===== src/rtl/platform_motion.sv =====
// -----------------------------------------------------------------------------
// platform_motion
//
// Per-frame position generator for the horizontal platform drawn by the VGA
// renderer. The platform sweeps right, dwells at the right edge, sweeps left,
// dwells at the left edge, and repeats. Position changes only on a frame
// event, so the renderer never sees a torn platform within a frame.
//
// Parameters
//   H_ACTIVE      active pixels per line (right screen limit)
//   WIDTH         platform width in pixels, 1..H_ACTIVE
//   SPEED         pixels moved per frame, >= 1
//   DWELL_FRAMES  extra frames held at an edge before reversing (0 allowed)
//   INIT_START    start column after reset, <= H_ACTIVE - WIDTH
//
// Ports
//   clk              in   pixel clock, rising edge
//   reset            in   asynchronous active-low reset
//   enable           in   1 = frame events act, 0 = outputs frozen
//   frame_tick       in   frame-boundary strobe; its rising edge is the event
//   plataform_start  out  leftmost platform column
//   plataform_end    out  rightmost platform column (start + WIDTH - 1)
//   direction        out  1 while moving/holding on the right sweep
//   at_edge          out  1 while in a hold state
// -----------------------------------------------------------------------------
module platform_motion #(
    parameter int H_ACTIVE     = 640,
    parameter int WIDTH        = 128,
    parameter int SPEED        = 2,
    parameter int DWELL_FRAMES = 30,
    parameter int INIT_START   = 256
) (
    input  logic       clk,
    input  logic       reset,
    input  logic       enable,
    input  logic       frame_tick,
    output logic [9:0] plataform_start,
    output logic [9:0] plataform_end,
    output logic       direction,
    output logic       at_edge
);

    typedef enum logic [1:0] {
        MOVE_R = 2'd0,
        HOLD_R = 2'd1,
        MOVE_L = 2'd2,
        HOLD_L = 2'd3
    } state_e;

    localparam int DW = (DWELL_FRAMES > 0) ? $clog2(DWELL_FRAMES + 1) : 1;

    // 11-bit versions are used for comparisons so start + SPEED cannot wrap
    // before it is clamped against the right limit.
    localparam logic [10:0]   MAX_START_W = 11'(H_ACTIVE - WIDTH);
    localparam logic [10:0]   STEP_W      = 11'(SPEED);
    localparam logic [9:0]    MAX_START   = 10'(H_ACTIVE - WIDTH);
    localparam logic [9:0]    STEP        = 10'(SPEED);
    localparam logic [9:0]    END_OFFSET  = 10'(WIDTH - 1);
    localparam logic [9:0]    INIT_POS    = 10'(INIT_START);
    localparam logic [9:0]    INIT_END    = 10'(INIT_START + WIDTH - 1);
    localparam logic [DW-1:0] DWELL_LOAD  = DW'(DWELL_FRAMES);

    // First column after leaving each edge, clamped to the legal range.
    localparam logic [9:0] LEFT_REENTRY  = (SPEED >= H_ACTIVE - WIDTH) ? 10'd0
                                         : 10'(H_ACTIVE - WIDTH - SPEED);
    localparam logic [9:0] RIGHT_REENTRY = (SPEED < H_ACTIVE - WIDTH) ? 10'(SPEED)
                                         : MAX_START;

    state_e          state_q, state_d;
    logic [9:0]      start_q, start_d;
    logic [9:0]      end_q;
    logic [DW-1:0]   dwell_q, dwell_d;
    logic            tick_q;
    logic            direction_q;
    logic            at_edge_q;
    logic            frame_event;
    logic [10:0]     start_ext;

    // tick_q resets high so a tick already asserted at reset release is not
    // mistaken for a new frame.
    assign frame_event = frame_tick & ~tick_q & enable;
    assign start_ext   = {1'b0, start_q};

    always_comb begin
        // NOTE: every variable gets a default before the case so no path
        // leaves it unassigned, which would otherwise infer a latch.
        state_d = state_q;
        start_d = start_q;
        dwell_d = dwell_q;
        if (frame_event) begin
            case (state_q)
                MOVE_R: begin
                    if (start_ext + STEP_W >= MAX_START_W) begin
                        start_d = MAX_START;
                        dwell_d = DWELL_LOAD;
                        state_d = HOLD_R;
                    end else begin
                        start_d = start_q + STEP;
                    end
                end
                HOLD_R: begin
                    if (dwell_q == '0) begin
                        start_d = LEFT_REENTRY;
                        state_d = MOVE_L;
                    end else begin
                        dwell_d = dwell_q - 1'b1;
                    end
                end
                MOVE_L: begin
                    if (start_ext <= STEP_W) begin
                        start_d = 10'd0;
                        dwell_d = DWELL_LOAD;
                        state_d = HOLD_L;
                    end else begin
                        start_d = start_q - STEP;
                    end
                end
                HOLD_L: begin
                    if (dwell_q == '0) begin
                        start_d = RIGHT_REENTRY;
                        state_d = MOVE_R;
                    end else begin
                        dwell_d = dwell_q - 1'b1;
                    end
                end
            endcase
        end
    end

    // Outputs are registered from the next-state values so they change on the
    // same edge as the position and stay stable for the rest of the frame.
    always_ff @(posedge clk or negedge reset) begin
        if (!reset) begin
            state_q     <= MOVE_R;
            start_q     <= INIT_POS;
            end_q       <= INIT_END;
            dwell_q     <= '0;
            tick_q      <= 1'b1;
            direction_q <= 1'b1;
            at_edge_q   <= 1'b0;
        end else begin
            // NOTE: non-blocking assignments keep every register sampling the
            // pre-edge values, independent of statement order.
            tick_q      <= frame_tick;
            state_q     <= state_d;
            start_q     <= start_d;
            end_q       <= start_d + END_OFFSET;
            dwell_q     <= dwell_d;
            direction_q <= (state_d == MOVE_R) || (state_d == HOLD_R);
            at_edge_q   <= (state_d == HOLD_R) || (state_d == HOLD_L);
        end
    end

    assign plataform_start = start_q;
    assign plataform_end   = end_q;
    assign direction       = direction_q;
    assign at_edge         = at_edge_q;

endmodule


===== config.mk =====
export PLATFORM = sky130hd
export DESIGN_NAME = platform_motion
export DESIGN_NICKNAME = d
export VERILOG_FILES = /design/src/rtl/platform_motion.sv
export SDC_FILE = /design/constraint.sdc
export NUM_CORES = 1
export LEC_CHECK = 0
export CAP_MARGIN = 15
export CORE_UTILIZATION = 51
export CTS_CLUSTER_DIAMETER = 100
export DETAILED_ROUTE_END_ITERATION = 12
export PLACE_DENSITY = 0.72
export REMOVE_ABC_BUFFERS = 1
export SLEW_MARGIN = 20
export SYNTH_ARGS = -nofsm -noshare
export SYNTH_HDL_FRONTEND = slang
export SYNTH_SLANG_ARGS = --single-unit

===== constraint.sdc =====
create_clock -name clk -period 4.35 [get_ports clk]
set_clock_uncertainty 0.15 [all_clocks]
set_input_delay 0.87 -clock clk [delete_from_list [all_inputs] [get_ports clk]]
set_output_delay 0.87 -clock clk [all_outputs]
set_load 0.01 [all_outputs]

==> flow_summary.toml <==
[cts]
clk_latency_ps = 280
clk_pin_slew_ps = 70
cts_buffers = 5
ctsResizeCount = 0
cts_setup_buffers = 0
cts_buffer_depth = 2
clock_sinks = 29
cts_hold_buf = 0
cts_tree = "built"
h-tree-depth = 2
cts_root_buffer = "clkbuf_8"

[floorplan]
pin_count = 26
die_area_sq_um = 4110
die_h_um = 64.1
start_util = 0.534
die_w_um = 64.1
coreArea_sq_um = 3690
rows = 22

[timing]
setup_viol_count_final = 0
whs_ps = 408
period_share = 0.813
tightestPinTransition_ps = 684
drv_slew = 0
final.setup.tns_ps = 0
finalHoldViolations = 0
timing.slew.headroom = 0.543
fmax_mhz = 283
rsz0062_at_grt = "false"
period_minus_slack_ps = 3540

[grt]
grt_pass1_wl_mm = 7.94
globalRouteOverflowTotal = 0
grt_max_degree = 26
grt_pass1_vias = 1606
antenna_found_initial = 0
globalRouteTotalUtil = 0.258

[critical_path]
r2r_cells = 8
slowest_stage = "or4b_4"
crit_path_max_incr_delay_ps = 590
crit_path_end_kind = "flip-flop"
r2r-start = "plataform_start[1]"
worst-setup-path-type = "primary input to flip-flop"
rrSetupSlack_ps = 1090
crit_path_cell_trace = "clkdlybuf4s50_1, and3b_1, o21ai_2, a21o_2, o32a_1, or4b_4, o311ai_4, xnor2_1"
cp_data_arrival_time_ps = 3540
path_max_fanout = 10
worst_ep_required_time_ps = 4350
critPathLaunch = "frame_tick"
cp-start-kind = "primary input"
worst_setup_path_endpoint = "plataform_end[9]"
r2r_end = "plataform_end[9]"

[placement]
port_buffers = 25
dpl_cell_area_sq_um = 2190
gp_congestion = 0.944
hpwl_mm = 3.42

[detailed_routing]
via_per_inst = 6.01
wl_per_cell_um = 16.9
ant_nets = 0
drt_iter0_markers = 113
drcViolationCount = 0
drt_pass1_iterations = 4
wl_mm = 4.72
num_vias = 1682

[pwr]
ir_drop_mv = 0.451
power_density_nw_per_um2 = 754
p_leak_nw = 0.958

[yosys]
netlist_instances = 208
ys_ff_latch = 29
syn_area_sq_um = 1970
ys_seq_area_frac = 0.375
avgSynthCellArea_sq_um = 9.47
ys_types = 64
ys.flop_type = "dfrtp_1"
yosysWarnings = 0
async_flop_share = 1.00
synth_edf_count = 0

[cells_and_area]
diodes = 0
area_growth_pct = 17.1
nets = 241
postLayoutCellArea_sq_um = 2310
layout-drive-gt1-share = 0.185

[outcome]
status = "complete, no violations"

[min_path]
hp-class = "primary input to async pin"

[job]
cap_violations = 0
-- flip-flops by register name, indices dropped and copies added (netlist names) --
| signal | count |
|---|---|
| direction | 1 |
| state_q | 1 |
| dwell_q | 5 |
| at_edge | 1 |
| plataform_end | 10 |
| tick_q | 1 |
| plataform_start | 10 |
-- worst min-delay path by stage --
stage	end	slack, ps
floorplan	direction	380
global placement	plataform_end[0]	390
detailed placement	plataform_end[0]	400
CTS	plataform_end[0]	410
global route	plataform_end[0]	440
finish	plataform_start[9]	410
-- cells by family (layout without fill, tap and decap cells) --
group           count (synthesis)  after routing  synth area share
compound gates                 47             47             0.188
xor+xnor                        9              9            0.0400
fa+ha+maj                       6              6            0.0381
buf+inv                        24             48            0.0775
flops                          29             29             0.375
mux                             4              4            0.0203
simple gates                   89             89             0.260
-- power breakdown --
part / leakage, nW / internal (mW) / switching, mW
Sequential: 0.329 / 0.404 / 0.182
Clock: 0.0585 / 0.186 / 0.101
Combinational: 0.570 / 0.418 / 0.447
Total: 0.958 / 1.01 / 0.730
-- worst max-delay path: cells and delay by family --
family	cells	cell delay, ps
AOI/OAI and AO/OA	4	1080
and+or+nand+nor	2	1010
buffers and inverters	1	490
xor gates and xnor gates	1	90
-- stage by stage --
stage	util	instances	setup slack, ps	total power [mW]
finish	0.625	280	813	1.74
global route	0.625	280	650	1.86
CTS	0.627	280	842	1.74
detailed placement	0.595	272	535	1.44
global placement	0.595	272	602	1.43
floorplan	-	196	1290	1.10
-- final cells by class --
class	count	area, sq um
Multi-Input combinational cell	155	1080
Sequential cell	29	739
Timing Repair Buffer	28	268
Fill cell	336	1380
Clock inverter	1	30.0
Inverter	12	45.0
Tap cell	48	60.1
Clock buffer	7	86.3
-- per-layer routing --
layer  routed length [um]  GRT usage  vias to the layer above
li1                     -          -                      801
met1                 2030      0.352                      801
met2                 2330      0.402                       71
met3                  280     0.0571                        9
met4                   83     0.0972                        0
met5                    0          0                        -
-- layout by cell type, fill, tap and decap left out, types with 2 or more instances in the layout --
cell type / netlist / final
nand2_1: 17 / 17
dfstp_2: 11 / 11
o31ai_1: 2 / 2
or3_1: 5 / 5
dfrtp_1: 18 / 18
o21ai_1: 3 / 3
xnor2_1: 5 / 5
a21oi_1: 7 / 7
nand3_1: 10 / 10
nor3_1: 9 / 9
mux2i_1: 4 / 4
o32a_1: 3 / 3
buf_4: 0 / 3
ha_1: 6 / 6
a21boi_0: 2 / 2
a41oi_1: 2 / 2
nor2b_1: 2 / 2
clkdlybuf4s50_1: 0 / 24
xor2_1: 4 / 4
nor2_1: 20 / 20
and2_1: 2 / 2
nor3_2: 2 / 2
inv_1: 11 / 11
or2b_2: 2 / 2
or2_2: 2 / 2
o21ai_0: 8 / 8
clkbuf_8: 2 / 6
or4b_4: 2 / 2
or4_1: 4 / 4
a31oi_1: 2 / 2
-- cells in the mapped netlist (all sizes together) (3+ instances only) --
cell     n  area (sq um)
inv     11          41.3
xnor2    5          43.8
dfrtp   18           450
and2     3          20.0
a21oi    7          35.0
clkbuf   9          55.1
ha       6          75.1
xor2     4          35.0
mux2i    4          40.0
nand3   10          50.1
or4      4          30.0
o21ai   12          63.8
nand2   17          63.8
or3      6          38.8
o32a     3          30.0
nor3    11          65.1
nor2    20          75.1
dfstp   11           289
Note: power is estimated with default switching activity, not from simulation.
